===== config.mk =====
export PLATFORM = sky130hd
export DESIGN_NAME = posit_value_mult_pipe_es3
export DESIGN_NICKNAME = d
export VERILOG_FILES = /design/src/rtl/posit_value_mult_pipe_es3.sv
export SDC_FILE = /design/constraint.sdc
export NUM_CORES = 2
export LEC_CHECK = 0
export ABC_AREA = 1
export BUFFER_PORTS_ARGS = -buffer_cell sky130_fd_sc_hd__buf_2
export CAP_MARGIN = 20
export CORE_ASPECT_RATIO = 0.7
export CORE_UTILIZATION = 45
export CTS_CLUSTER_SIZE = 14
export DETAILED_ROUTE_END_ITERATION = 6
export PLACE_DENSITY_LB_ADDON = 0.2
export SLEW_MARGIN = 20
export SYNTH_ARGS = -nofsm -noshare
export SYNTH_HDL_FRONTEND = slang
export SYNTH_SLANG_ARGS = --single-unit

===== constraint.sdc =====
create_clock -name clk -period 7.8 [get_ports clk]
set_input_delay 1.56 -clock clk [delete_from_list [all_inputs] [get_ports clk]]
set_output_delay 1.56 -clock clk [all_outputs]
set_load 0.005 [all_outputs]

===== src/rtl/posit_value_mult_pipe_es3.sv =====
// posit_value_mult_pipe_es3 -- pipelined multiplier core of the es=3 posit datapath.
// Multiplies two decoded posit values and hands an unrounded, normalised product
// (hidden bit dropped, fraction left-aligned) to the narrowing stage downstream.
// Valid/ready streaming, one op per cycle, opaque tag carried alongside each op.
//
// Parameters:
//   MULT_STAGES  register stages inside the mantissa multiply (1 or 2)
//   TAG_W        sideband tag width
// Ports:
//   clk, reset_n          clock (rising edge), asynchronous active-low reset
//   in_valid / in_ready   operand handshake; in1, in2 (value), in_tag
//   out_valid / out_ready product handshake; out (value_product), out_tag
// Build option:
//   POSIT_MULT_OUT_SKID_EN  adds a 2-entry skid buffer after the normalise stage so
//                           that in_ready and all stage advances come from registers
//                           only (one extra cycle of latency). Undefined: out is the
//                           normalise-stage register and out_ready ripples to in_ready.

package posit_defines_es3;
  localparam int unsigned FBITS  = 26;             // fraction bits of a 32-bit es=3 posit
  localparam int unsigned SBITS  = 9;              // operand scale width
  localparam int unsigned PSBITS = SBITS + 1;      // product scale width
  localparam int unsigned MBITS  = 2 * FBITS + 2;  // product fraction width

  typedef struct packed {
    logic              sgn;
    logic [SBITS-1:0]  scale;
    logic [FBITS-1:0]  fraction;
    logic              inf;
    logic              zero;
  } value;

  typedef struct packed {
    logic              sgn;
    logic [PSBITS-1:0] scale;
    logic [MBITS-1:0]  fraction;
    logic              inf;
    logic              zero;
  } value_product;

  // Per-op bookkeeping travelling beside the mantissa multiply
  typedef struct packed {
    logic              sgn;
    logic [PSBITS-1:0] scale;
    logic              inf;
    logic              zero;
  } prod_meta;
endpackage

module posit_value_mult_pipe_es3
  import posit_defines_es3::*;
#(
  parameter int unsigned MULT_STAGES = 1,
  parameter int unsigned TAG_W       = 8
) (
  input  logic               clk,
  input  logic               reset_n,
  input  logic               in_valid,
  output logic               in_ready,
  input  value               in1,
  input  value               in2,
  input  logic [TAG_W-1:0]   in_tag,
  output logic               out_valid,
  input  logic               out_ready,
  output value_product       out,
  output logic [TAG_W-1:0]   out_tag
);

  localparam int unsigned MW = FBITS + 1;           // mantissa incl. hidden bit
  localparam int unsigned NS = 2 + MULT_STAGES;     // S1, SM stages, SN
  localparam int unsigned NM = NS - 1;              // stages carrying meta (S1 + SM)

  logic [NS-1:0]    v_q;
  logic [NS-1:0]    v_in;
  logic [NS-1:0]    ld;
  logic             tail_ok;

  prod_meta         meta_s1;
  logic             special_s1;
  prod_meta         meta_q [NM];
  logic [TAG_W-1:0] tag_q  [NM];

  logic [MW-1:0]    mant_a_q;
  logic [MW-1:0]    mant_b_q;
  logic [MBITS-1:0] p_q;

  value_product     sn_d;
  value_product     sn_q;
  logic [TAG_W-1:0] sn_tag_q;

  // Load enables: a stage loads when it is empty or its successor loads
  always_comb begin
    ld = '0;
    ld[NS-1] = ~v_q[NS-1] | tail_ok;
    for (int k = int'(NS) - 2; k >= 0; k--) begin
      ld[k] = ~v_q[k] | ld[k+1];
    end
  end

  assign v_in     = {v_q[NS-2:0], in_valid};
  assign in_ready = ld[0];

  always_ff @(posedge clk or negedge reset_n) begin
    if (!reset_n) begin
      v_q <= '0;
    end else begin
      v_q <= (v_q & ~ld) | (v_in & ld);
    end
  end

  // Special decode; inf wins over zero so inf*0 yields NaR
  always_comb begin
    meta_s1 = '0;
    if (in1.inf | in2.inf) begin
      meta_s1.inf = 1'b1;
    end else if (in1.zero | in2.zero) begin
      meta_s1.zero = 1'b1;
    end else begin
      meta_s1.sgn   = in1.sgn ^ in2.sgn;
      meta_s1.scale = {in1.scale[SBITS-1], in1.scale} + {in2.scale[SBITS-1], in2.scale};
    end
  end

  assign special_s1 = meta_s1.inf | meta_s1.zero;

  // S1 mantissa capture; specials multiply 0*0 so the fraction comes out zero
  always_ff @(posedge clk or negedge reset_n) begin
    if (!reset_n) begin
      mant_a_q <= '0;
      mant_b_q <= '0;
    end else if (ld[0] && in_valid) begin
      mant_a_q <= special_s1 ? '0 : {1'b1, in1.fraction};
      mant_b_q <= special_s1 ? '0 : {1'b1, in2.fraction};
    end
  end

  // Meta and tag shift alongside the mantissa path
  always_ff @(posedge clk or negedge reset_n) begin
    if (!reset_n) begin
      for (int k = 0; k < int'(NM); k++) begin
        meta_q[k] <= '0;
        tag_q[k]  <= '0;
      end
    end else begin
      if (ld[0] && in_valid) begin
        meta_q[0] <= meta_s1;
        tag_q[0]  <= in_tag;
      end
      for (int k = 1; k < int'(NM); k++) begin
        if (ld[k] && v_q[k-1]) begin
          meta_q[k] <= meta_q[k-1];
          tag_q[k]  <= tag_q[k-1];
        end
      end
    end
  end

  // Mantissa multiply
  generate
    if (MULT_STAGES == 1) begin : g_mul1
      always_ff @(posedge clk or negedge reset_n) begin
        if (!reset_n) begin
          p_q <= '0;
        end else if (ld[1] && v_q[0]) begin
          p_q <= MBITS'(mant_a_q) * MBITS'(mant_b_q);
        end
      end
    end else begin : g_mul2
      // Two partial products against the halves of B, summed in the second stage
      localparam int unsigned LO_W = MW / 2;
      localparam int unsigned HI_W = MW - LO_W;
      localparam int unsigned PL_W = MW + LO_W;
      localparam int unsigned PH_W = MW + HI_W;

      logic [PL_W-1:0] pp_lo_q;
      logic [PH_W-1:0] pp_hi_q;

      always_ff @(posedge clk or negedge reset_n) begin
        if (!reset_n) begin
          pp_lo_q <= '0;
          pp_hi_q <= '0;
          p_q     <= '0;
        end else begin
          if (ld[1] && v_q[0]) begin
            pp_lo_q <= PL_W'(mant_a_q) * PL_W'(mant_b_q[LO_W-1:0]);
            pp_hi_q <= PH_W'(mant_a_q) * PH_W'(mant_b_q[MW-1:LO_W]);
          end
          if (ld[2] && v_q[1]) begin
            p_q <= (MBITS'(pp_hi_q) << LO_W) + MBITS'(pp_lo_q);
          end
        end
      end
    end
  endgenerate

  // Normalise: product of two [1,2) mantissas lies in [1,4); drop hidden bit
  always_comb begin
    sn_d      = '0;
    sn_d.sgn  = meta_q[NM-1].sgn;
    sn_d.inf  = meta_q[NM-1].inf;
    sn_d.zero = meta_q[NM-1].zero;
    if (p_q[MBITS-1]) begin
      sn_d.scale    = meta_q[NM-1].scale + PSBITS'(1);
      sn_d.fraction = {p_q[MBITS-2:0], 1'b0};
    end else begin
      sn_d.scale    = meta_q[NM-1].scale;
      sn_d.fraction = {p_q[MBITS-3:0], 2'b00};
    end
  end

  always_ff @(posedge clk or negedge reset_n) begin
    if (!reset_n) begin
      sn_q     <= '0;
      sn_tag_q <= '0;
    end else if (ld[NS-1] && v_q[NS-2]) begin
      sn_q     <= sn_d;
      sn_tag_q <= tag_q[NM-1];
    end
  end

`ifdef POSIT_MULT_OUT_SKID_EN
  value_product     sk0_q;
  value_product     sk1_q;
  logic [TAG_W-1:0] sk0_tag_q;
  logic [TAG_W-1:0] sk1_tag_q;
  logic [1:0]       sk_cnt_q;
  logic [1:0]       sk_cnt_d;
  logic             stall_q;
  logic             push;
  logic             pop;

  assign tail_ok  = ~stall_q;
  assign push     = v_q[NS-1] & ~stall_q;
  assign pop      = (sk_cnt_q != 2'd0) & out_ready;
  assign sk_cnt_d = sk_cnt_q + 2'(push) - 2'(pop);

  // Stall is decided a cycle early: stop pushing once the buffer holds an unconsumed
  // entry, so the one push still in flight always finds room.
  always_ff @(posedge clk or negedge reset_n) begin
    if (!reset_n) begin
      sk0_q     <= '0;
      sk1_q     <= '0;
      sk0_tag_q <= '0;
      sk1_tag_q <= '0;
      sk_cnt_q  <= '0;
      stall_q   <= 1'b0;
    end else begin
      sk_cnt_q <= sk_cnt_d;
      stall_q  <= (sk_cnt_d == 2'd2) | ((sk_cnt_d == 2'd1) & ~pop);
      if (push && (sk_cnt_q == 2'd0 || (sk_cnt_q == 2'd1 && pop))) begin
        sk0_q     <= sn_q;
        sk0_tag_q <= sn_tag_q;
      end else if (pop && sk_cnt_q == 2'd2) begin
        sk0_q     <= sk1_q;
        sk0_tag_q <= sk1_tag_q;
      end
      if (push && sk_cnt_q == 2'd1 && !pop) begin
        sk1_q     <= sn_q;
        sk1_tag_q <= sn_tag_q;
      end
    end
  end

  assign out_valid = (sk_cnt_q != 2'd0);
  assign out       = sk0_q;
  assign out_tag   = sk0_tag_q;
`else
  assign tail_ok   = out_ready;
  assign out_valid = v_q[NS-1];
  assign out       = sn_q;
  assign out_tag   = sn_tag_q;
`endif

endmodule


* Yosys cells after proc, flatten, opt, wreduce, memory -nomap -nowiden *
Index checks and enable logic that the tools add are counted.

word-level totals
  bits of input ports = 88
  word-level logic and storage cells = 48
  output and inout port bits = 77
  flip-flop bits (word level) = 228

cells by class
  multiplexer cells = 8
  reductions and logical operators = 3
  add/subtract/negate cells = 2
  $mul = 1
  bitwise logic cells = 14

operators with widths
  operator                 number
  $mux W64                 1
  $mul A27 B27 Y54         1
  $mux W27                 2
  $mux W11                 2
  $add A10 B1 Y10 const B  1
  $add A9 B9 Y10           1
  $and A3 B3 Y3            2
  $or A1 B1 Y1             6
  $logic_and A1 B1 Y1      3
  $mux W1                  3
  $not A1 Y1               3
  $not A3 Y3               1
  $or A3 B3 Y3             1
  $xor A1 B1 Y1            1

* Depth between registers and ports, before layout *
  depth in word-level cells = 7
  depth in mapped cells = 31
  mapped depth without buffers = 29

* Worst setup path after synthesis *
OpenSTA, ideal clock, no wires.

  kind = register to register
  start = register mant_b_q[3]
  end = register p_q[27]
  clock period less this slack = 6,015 ps
  data arrival time = 5,884 ps
  slack = 1,785 ps
  data required time = 7,669 ps
  stages on the path, launching flop included = 26
  setup time = 131 ps
  path buffers = 2
  cells stage by stage = dfrtp_1 clkbuf_1 clkbuf_1 nand2_1 fa_1 inv_1 fa_1 inv_1 fa_1 fa_1 fa_1 inv_1 fa_1 inv_1 fa_1 inv_1 ha_1 nand2_1 nor2_1 nand2_1 nor2_1 nand2_1 nand3_2 or2_2 nand3_1 o21ai_0

on the way
  cells in the longest elaborated chain, start to end = 1

RTL lines
  item                    RTL line  source
  from (decl)             84        logic [MW-1:0] mant_b_q;
  from (signal assigned)  133       mant_b_q <= special_s1 ? '0 : {1'b1, in2.fraction};
  $mul A27 B27 Y54        165       p_q <= MBITS'(mant_a_q) * MBITS'(mant_b_q);
  to (signal assigned)    165
  to (decl)               85        logic [MBITS-1:0] p_q;

Every way passes these cells.
A chain may end at the register's enable or synchronous reset.

* Final worst setup path *
  start = register mant_a_q[19]
  end = register p_q[30]

on the way
  cells in the longest elaborated chain, start to end = 1

RTL lines
  item                    RTL line  source
  from (decl)             83        logic [MW-1:0] mant_a_q;
  from (signal assigned)  132       mant_a_q <= special_s1 ? '0 : {1'b1, in1.fraction};
  $mul A27 B27 Y54        165

Every way passes these cells.

==> flow_summary.json <==
{
  "cts_tree": "done",
  "critical_path.reg2reg.endpoint": "p_q[30]$_DFFE_PN0P_",
  "routed_wire_length_per_instance_um": 16.95,
  "clock_power_share_pct": 37.4,
  "design.final.nets": 5546,
  "rsz_0062_raised_after_global_routing": "false",
  "grt_max_degree": 159,
  "cts_hold_repair.buffers": 0,
  "worstPathArrival_ns": 7.72,
  "number_of_hold_violations_in_the_final_report": 0,
  "post-cts-setup-buffer-count": 0,
  "max_slew.worst_pin.slew_ns": 1.068,
  "power_leakage_nw": 22.27,
  "hold_crit_path_type": "flop to flop",
  "critical-path-max-stage-delay_ns": 1.02,
  "ys.flop_type": "dfrtp_1",
  "placed_cells": 5647,
  "track_usage_pct": 25.67,
  "layout-drive-gt1-share_pct": 8.009,
  "postSynthCellCount": 4571,
  "maxSlewViolCount": 0,
  "grt_pass1_wl_um": 158600,
  "numClockSinks": 226,
  "worstSetupEndpointType": "flop",
  "ys_seq_area_share_pct": 16.13,
  "placeableCoreArea_mm2": 0.07700,
  "synth_edf_count": 0,
  "tns_ns": 0,
  "post_synth.cell_area_avg_um2": 7.672,
  "total_power_w": 0.003268,
  "cts-buffers-inserted": 25,
  "slew_headroom_pct": 28.79,
  "switchingPower_w": 0.001100,
  "switching_share_pct": 33.66,
  "detailed_route_wl_um": 96430,
  "route.detailed.vias_per_inst": 4.824,
  "cpMaxStageDelayCell": "dfrtp_1",
  "synth.yosys.warnings": 0,
  "antenna_violations_before_repair": 1,
  "cp_top_family": "adder cells",
  "synth_top_area_share_pct": 35.68,
  "reg2reg_slack_ns": 0.50,
  "effective_utilization_at_floorplan_pct": 45.54,
  "fin_cells": 5689,
  "synth_top_cells_by_area": "fa_1, dfrtp_1, nand2_1, inv_1, ha_1",
  "cts_resized": 0,
  "worst_setup_path_startpoint": "mant_a_q[19]$_DFFE_PN0P_",
  "r2r.worst_path.cells": 23,
  "final.hold.worst_slack_ns": 0.4662,
  "power_frac_comb_pct": 19.2,
  "gpl.final_weighted_congestion": 0.9510,
  "power-per-cell-area_mw_per_mm2": 86.46,
  "cp_data_required_time_ns": 8.22,
  "timing.critical_path.from_type": "flop",
  "fraction_of_the_cycle_the_final_worst_path_needs_pct": 93.60,
  "layout-area-overhead-vs-synth_pct": 7.782,
  "cell_area_after_synthesis_mm2": 0.03507,
  "yosysTopAreaCell": "fa_1",
  "io_pins": 165,
  "synth.ff_latch_count": 226,
  "clk_path_buf_depth": 3,
  "clock-root-buffer": "clkbuf_16",
  "share_seq_of_total_power_pct": 43.4,
  "dieWidth_um": 335.7,
  "synth_nets": 5487,
  "crit_fanout": 21,
  "n_antenna_cell": 0,
  "max-vdd-ir-drop_v": 0.0001228,
  "run_status": "finished, final reports clean",
  "critical-path-top-cell-by-count": "fa_1",
  "max_freq_mhz": 137.0,
  "setup_viol": 0,
  "via_count_of_the_first_global_routing_pass": 28330,
  "ys_top_cells_by_count": "nand2_1, inv_1, fa_1",
  "post-synth-top-count-cell": "nand2_1",
  "place_hpwl_um": 79430,
  "cts.reportedPaths.clkPinSlew_ns": 0.07,
  "timing_worst_setup_path_type": "flop to flop",
  "grt.overflow.total": 0,
  "synthArstFlopShare_pct": 100.0,
  "route.detailed.drc": 0,
  "critical_path.cell_chain": "nand2_1 -> fa_1 -> inv_1 -> fa_1 -> inv_1 -> fa_1 -> fa_1 -> inv_1 -> fa_1 -> fa_1 -> inv_1 -> fa_1 -> inv_1 -> ha_1 -> nand2_1 -> nor2_1 -> nand2_1 -> nor2_1 -> nand2_1 -> nand3_1 -> a21oi_1 -> o21ai_0 -> nand2_1",
  "post-route-min-period_ns": 7.301,
  "htreeDepth": 1,
  "latest_clock_arrival_within_the_worst_skew_pair_ns": 0.57,
  "critical_path_depth": 23,
  "p_int_w": 0.002168,
  "io_buffer_count": 163,
  "drtAntennaViolNets": 0,
  "die_height_um": 235.6,
  "fp-row-count": 85,
  "maxCapViolations": 0,
  "floorplan.die_area_mm2": 0.07907,
  "drtIter0Drc": 2052,
  "min_from": "tag_q[5]$_DFFE_PN0P_",
  "drt_first_pass_iters": 6,
  "path_buf_inv": 5,
  "crit_end": "p_q[30]$_DFFE_PN0P_",
  "rr_startpoint": "mant_a_q[19]$_DFFE_PN0P_",
  "synth_cell_types": 45,
  "finalWorstSetupSlack_ns": 0.4995,
  "timing.clock.skew_ns": 0.02709,
  "vias": 27440,
  "post-place-ws_ns": 0.6672
}
==> power by group through the flow <==
stage	registers, W	logic [W]	clock network (W)
floorplan	0.00139	0.000386	0
finish	0.00142	0.000628	0.00122
global placement	0.00144	0.000631	0
CTS	0.00142	0.000637	0.00124
global route	0.00144	0.000709	0.00128
detailed placement	0.00144	0.000635	0
==> layer usage <==
layer / global-route usage, % / share of wire, % / vias up
li1: - / - / 13080
met1: 39.40 / 48 / 13450
met2: 37.99 / 42 / 828
met3: 4.745 / 7.8 / 94
met4: 4.442 / 1.6 / 2
met5: 0 / 0.013 / -
==> cells in the final DEF, fill, tap and decap left out, types with 25 or more instances in the layout <==
master / synthesis / layout
a22o_1: 52 / 52
o21ai_0: 141 / 141
a21oi_1: 47 / 47
inv_1: 1278 / 1278
buf_4: 3 / 88
ha_1: 203 / 203
dfrtp_1: 226 / 224
clkbuf_16: 0 / 25
nand3_1: 67 / 67
buf_2: 11 / 162
nand2_1: 1437 / 1436
fa_1: 625 / 625
nor2_1: 105 / 105
==> metrics by stage <==
stage,area [µm²],util [%]
global route,37800,49.09
finish,37800,49.09
CTS,37800,49.09
global placement,37010,48.07
floorplan,35070,-
detailed placement,37010,48.07
==> final cells by class <==
cell class	instances	area, µm²
Clock inverter	11	107.6
Tap cell	1044	1306
Clock buffer	31	678.2
Multi-Input combinational cell	2833	23690
Sequential cell	226	5658
Timing Repair Buffer	252	1506
Inverter	1292	4850
Fill cell	7684	39200
==> flip-flops by register name (all words and copies together) (netlist names), named ones only <==
register  count
tag_q        16
p_q          54
out_tag       8
mant_b_q     26
mant_a_q     27
out          66
meta_q       26
==> worst reg2reg max path, cell delays in order (launching register included) <==
cell and delay [ns]:
dfrtp_1 1.02, nand2_1 0.20, fa_1 0.57, inv_1 0.05, fa_1 0.56, inv_1 0.09
fa_1 0.50, fa_1 0.51, inv_1 0.05, fa_1 0.55, fa_1 0.52, inv_1 0.05
fa_1 0.47, inv_1 0.04, ha_1 0.35, nand2_1 0.12, nor2_1 0.25, nand2_1 0.22
nor2_1 0.44, nand2_1 0.11, nand3_1 0.13, a21oi_1 0.08, o21ai_0 0.20, nand2_1 0.09
==> cell families (layout without fill, tap and decap cells) <==
logic type | Yosys count | after routing | synth area share (%)
buf+inv | 1512 | 1586 | 16.35
fa+ha+maj | 828 | 828 | 42.92
simple gates | 1696 | 1696 | 19.20
compound gates | 285 | 285 | 4.817
xor+xnor | 23 | 23 | 0.5744
flops | 226 | 226 | 16.13
other cells | 1 | 1 | 0.01069
==> worst min path at each step <==
stage	slack, ns	cells past startpoint	end
after CTS	0.47	2	out_tag[5]$_DFFE_PN0P_
after floorplan	0.44	2	out[0]$_DFFE_PN0P_
final	0.47	2	out_tag[5]$_DFFE_PN0P_
after global placement	0.45	2	out_tag[4]$_DFFE_PN0P_
after detailed placement	0.45	2	out[0]$_DFFE_PN0P_
after global routing	0.49	2	out[33]$_DFFE_PN0P_
Power figures use the tool's default switching activity.
